===== config.mk =====
export PLATFORM = sky130hd
export DESIGN_NAME = reg_dump_reader
export DESIGN_NICKNAME = d
export VERILOG_FILES = /design/src/rtl/reg_dump_reader.sv
export SDC_FILE = /design/constraint.sdc
export NUM_CORES = 1
export LEC_CHECK = 0
export BUFFER_PORTS_ARGS = -buffer_cell sky130_fd_sc_hd__buf_2
export CORE_MARGIN = 4
export CORE_UTILIZATION = 50
export CTS_BUF_LIST = sky130_fd_sc_hd__clkbuf_4
export CTS_CLUSTER_SIZE = 14
export DETAILED_ROUTE_END_ITERATION = 8
export PLACE_DENSITY = 0.78
export SETUP_SLACK_MARGIN = 0.02
export SYNTH_ARGS = -nofsm -noshare
export SYNTH_HDL_FRONTEND = slang
export SYNTH_SLANG_ARGS = --single-unit

===== constraint.sdc =====
create_clock -name clk -period 2.1 [get_ports clk]
set_input_delay 0.42 -clock clk [delete_from_list [all_inputs] [get_ports clk]]
set_output_delay 0.42 -clock clk [all_outputs]
set_load 0.005 [all_outputs]

===== src/rtl/reg_dump_reader.sv =====
// Read-side scan engine for the 16x8 register file: walks an inclusive (wrapping) register
// range over the operand-read port and streams each byte on a valid/ready port.
// Optional trailing XOR checksum byte when REGDUMP_CSUM_EN is defined.
module reg_dump_reader #(
    parameter int pw = 4
) (
    input  logic          clk,
    input  logic          reset,
    input  logic          start,
    input  logic [pw-1:0] first_addr,
    input  logic [pw-1:0] last_addr,
    output logic [pw:0]   rd_addr,
    input  logic [7:0]    rd_data,
    output logic [7:0]    out_data,
    output logic          out_valid,
    input  logic          out_ready,
    output logic          out_last,
    output logic          busy,
    output logic          done
);

`ifdef REGDUMP_CSUM_EN
    typedef enum logic [2:0] {IDLE, FETCH, SEND, CSUM, DONE} state_t;
    logic [7:0] checksum;
`else
    typedef enum logic [1:0] {IDLE, FETCH, SEND, DONE} state_t;
`endif

    state_t        state;
    logic [pw-1:0] ptr;
    logic [pw-1:0] last_q;
    logic          at_last;
    logic [pw-1:0] ptr_next;

    assign at_last  = (ptr == last_q);
    assign ptr_next = ptr + 1'b1;

    // rd_addr is registered alongside ptr so it already equals ptr throughout FETCH.
    always_ff @(posedge clk) begin
        if (!reset) begin
            state     <= IDLE;
            ptr       <= '0;
            last_q    <= '0;
            rd_addr   <= '0;
            out_data  <= '0;
            out_valid <= 1'b0;
            out_last  <= 1'b0;
            busy      <= 1'b0;
            done      <= 1'b0;
`ifdef REGDUMP_CSUM_EN
            checksum  <= '0;
`endif
        end else begin
            // NOTE: non-blocking throughout; every register here is updated from pre-edge values.
            done <= 1'b0;
            case (state)
                IDLE: begin
                    if (start) begin
                        ptr     <= first_addr;
                        last_q  <= last_addr;
                        rd_addr <= {1'b0, first_addr};
                        busy    <= 1'b1;
`ifdef REGDUMP_CSUM_EN
                        checksum <= '0;
`endif
                        state   <= FETCH;
                    end
                end

                FETCH: begin
                    out_data  <= rd_data;
                    out_valid <= 1'b1;
`ifdef REGDUMP_CSUM_EN
                    out_last  <= 1'b0;
                    checksum  <= checksum ^ rd_data;
`else
                    out_last  <= at_last;
`endif
                    state     <= SEND;
                end

                SEND: begin
                    if (out_valid && out_ready) begin
                        out_valid <= 1'b0;
                        out_last  <= 1'b0;
                        if (at_last) begin
`ifdef REGDUMP_CSUM_EN
                            // checksum already folds in the byte just accepted
                            out_data  <= checksum;
                            out_valid <= 1'b1;
                            out_last  <= 1'b1;
                            state     <= CSUM;
`else
                            done  <= 1'b1;
                            state <= DONE;
`endif
                        end else begin
                            ptr     <= ptr_next;
                            rd_addr <= {1'b0, ptr_next};
                            state   <= FETCH;
                        end
                    end
                end

`ifdef REGDUMP_CSUM_EN
                CSUM: begin
                    if (out_valid && out_ready) begin
                        out_valid <= 1'b0;
                        out_last  <= 1'b0;
                        done      <= 1'b1;
                        state     <= DONE;
                    end
                end
`endif

                DONE: begin
                    busy    <= 1'b0;
                    rd_addr <= '0;
                    state   <= IDLE;
                end

                default: state <= IDLE;
            endcase
        end
    end

endmodule


==> flow_metrics.env <==
export IMPL_crit_chain="nor2b_1 -> buf_4 -> a31oi_1 -> a222oi_1 -> a31oi_1"
export IMPL_tightest_slew_ns=0.6190
export IMPL_port_buffers=35
export IMPL_status="complete, no violations"
export IMPL_synth_edf_count=0
export IMPL_detail_route_wl_per_cell_um=12.94
export IMPL_io_pins=37
export IMPL_cts_root_buffer="clkbuf_4"
export IMPL_slew_viol_final=0
export IMPL_fin_setup_tns_ns=0
export IMPL_async_flop_share_pct=0
export IMPL_die_area_mm2=0.003192
export IMPL_crit_fanout=11
export IMPL_critical_path_slowest_cell="dfxtp_1"
export IMPL_critPathBufInv=1
export IMPL_drive_gt1_share_pct=24.71
export IMPL_cts_tree="built"
export IMPL_grt_overflow_total=0
export IMPL_yosysTopAreaCellShare_pct=44.26
export IMPL_rsz0062_at_grt="no"
export IMPL_synth_cells=145
export IMPL_drtAntennaViolNets=0
export IMPL_synth_warnings=0
export IMPL_min_period_ns=1.738
export IMPL_cp_start_kind="flip-flop"
export IMPL_grt_pass1_wl_um=4340
export IMPL_first_global_vias=1042
export IMPL_rows=17
export IMPL_reg2reg_slack_ns=0.36
export IMPL_worstSetupPathType="reg -> reg"
export IMPL_vias_per_cell=5.490
export IMPL_numCtsBuffers=3
export IMPL_drt_initial_drc_count=49
export IMPL_cts_repair_resize_count=0
export IMPL_power_uw=955.8
export IMPL_start_util_pct=52.66
export IMPL_totalWireLength_um=2614
export IMPL_die_w_um=56.50
export IMPL_arrival_ns=1.93
export IMPL_drc=0
export IMPL_synthFlopType="dfxtp_1"
export IMPL_power_density_mw_per_mm2=700.2
export IMPL_clk_latency_ns=0.31
export IMPL_critPathMaxStageDelay_ns=0.56
export IMPL_via_count=1109
export IMPL_antenna_found_initial=0
export IMPL_ys_seq_elements=26
export IMPL_synth_commonest_cells="nand2_1, dfxtp_1, a21oi_1, clkbuf_1, nand3_1"
export IMPL_drv_cap=0
export IMPL_syn_avg_cell_area_um2=8.111
export IMPL_detailed_place_hpwl_um=2012
export IMPL_synth_area_leaders="dfxtp_1, nand2_1, a21oi_1, xnor2_1, nand3_1"
export IMPL_fin_nets=197
export IMPL_cp_end_kind="flip-flop"
export IMPL_ir_drop_mv=0.4249
export IMPL_antenna_cells=0
export IMPL_hp_class="in -> reg"
export IMPL_dp_cells=199
export IMPL_cp_required_ns=2.29
export IMPL_fin_cells=202
export IMPL_crit_family="compound AO/OA/AOI/OAI gates"
export IMPL_grt_usage_pct=16.73
export IMPL_htreeDepth=1
export IMPL_clk_pin_slew_ns=0.13
export IMPL_fin_skew_ns=0.001073
export IMPL_ys_types=36
export IMPL_yosys_area_top_type="dfxtp_1"
export IMPL_grt_max_degree=21
export IMPL_clockBufferDepth=2
export IMPL_relSlewSlack_pct=58.65
export IMPL_netlist_area_mm2=0.001176
export IMPL_syn_num_nets=166
export IMPL_yosysMostFrequentCell="nand2_1"
export IMPL_finalSetupViolations=0
export IMPL_cts_sinks=26
export IMPL_max_freq_mhz=575.3
export IMPL_finalCritPeriodShare_pct=82.78
export IMPL_core_area_mm2=0.002233
export IMPL_post_cts_buffers=0
export IMPL_gp_congestion=0.9273
export IMPL_detail_route_first_pass_iterations=4
export IMPL_ys_seq_area_share_pct=44.26
export IMPL_p_leak_uw=0.0005879
export IMPL_die_height_um=56.50
export IMPL_area_growth_pct=16.06
export IMPL_fillers=217
export IMPL_postCtsHoldBufs=0
export IMPL_hold_violations=0
export IMPL_cp_common_cell="a31oi_1"
[state kept, by name, indices dropped and copies added (netlist names)]
| signal | flops |
|---|---|
| out_valid | 1 |
| rd_addr | 4 |
| last_q | 4 |
| done | 1 |
| state | 2 |
| out_data | 8 |
| busy | 1 |
| out_last | 1 |
| ptr | 4 |
[layout by cell type, fill, tap and decap left out, types with 2 or more instances in the layout]
cell type	netlist	layout
a31oi_1	2	2
mux2i_1	2	2
dfxtp_1	26	26
a21oi_1	19	19
o22ai_1	2	2
nand2b_1	2	2
inv_1	5	5
nor2b_1	4	4
buf_2	2	35
clkbuf_4	0	3
nand2_1	36	36
xnor2_1	5	5
a221oi_1	2	2
o21ai_1	2	2
nand3_1	6	6
o21ai_0	4	4
[cell type report]
cell class              instances  area (um2)  share of cell area, %
multi-input cells             103       581.8                  42.62
flip-flops and latches         26       520.5                  38.13
repair buffers                 36       182.7                  13.38
well taps                      28       35.03                  2.566
clock buffers                   3       22.52                  1.650
inverters                       6       22.52                  1.650
[worst reg2reg max path: stages (launching register included)]
cell	delay [ns]
dfxtp_1	0.56
nor2b_1	0.21
buf_4	0.18
a31oi_1	0.17
a222oi_1	0.38
a31oi_1	0.12
[kinds of logic after synthesis]
group / after synthesis / synth area share, %
AOI/OAI and AO/OA: 37 / 19.36
other: 1 / 0.3188
buffers and inverters: 16 / 6.277
and+or+nand+nor: 57 / 23.30
xor gates and xnor gates: 5 / 3.723
muxes: 2 / 1.702
adders and majority gates: 1 / 1.064
DFF: 26 / 44.26
[metrics by stage]
| step | utilization (%) | hold slack (ns) | area (um2) | worst slack (ns) |
|---|---|---|---|---|
| floorplan | - | 0.4488 | 1176 | 0.5456 |
| global placement | 60.11 | 0.4408 | 1343 | 0.4628 |
| detailed placement | 60.11 | 0.4474 | 1343 | 0.3832 |
| CTS | 61.12 | 0.3182 | 1365 | 0.3708 |
| global route | 61.12 | 0.3260 | 1365 | 0.1921 |
| finish | 61.12 | 0.3205 | 1365 | 0.3617 |
[where the power goes]
group | total, uW | leakage [uW] | switching [uW] | internal [uW]
Sequential | 564 | 0.000213 | 34.1 | 530
Combinational | 186 | 0.000361 | 102 | 84.4
Clock | 206 | 0.0000138 | 138 | 67.2
[path summary, 6_finish.rpt]
kind / from / to / depth (start not counted)
worst max-delay path: state[1] / ptr[2] / 5
worst min-delay path: rd_data[7] / out_data[7] / 3
worst max register to register: state[1] / ptr[2] / 5
worst min register to register: out_data[7] / out_data[7] / 2
[metal layers]
layer,share of wire [%],up-vias,wire length [um],global-route usage (%)
li1,-,554,-,-
met1,44,503,1143,20.51
met2,48,47,1261,28.22
met3,6.7,5,174,2.759
met4,1.3,0,35,7.797
met5,0,-,0,0
No activity file was read; power rests on OpenSTA's default activity.
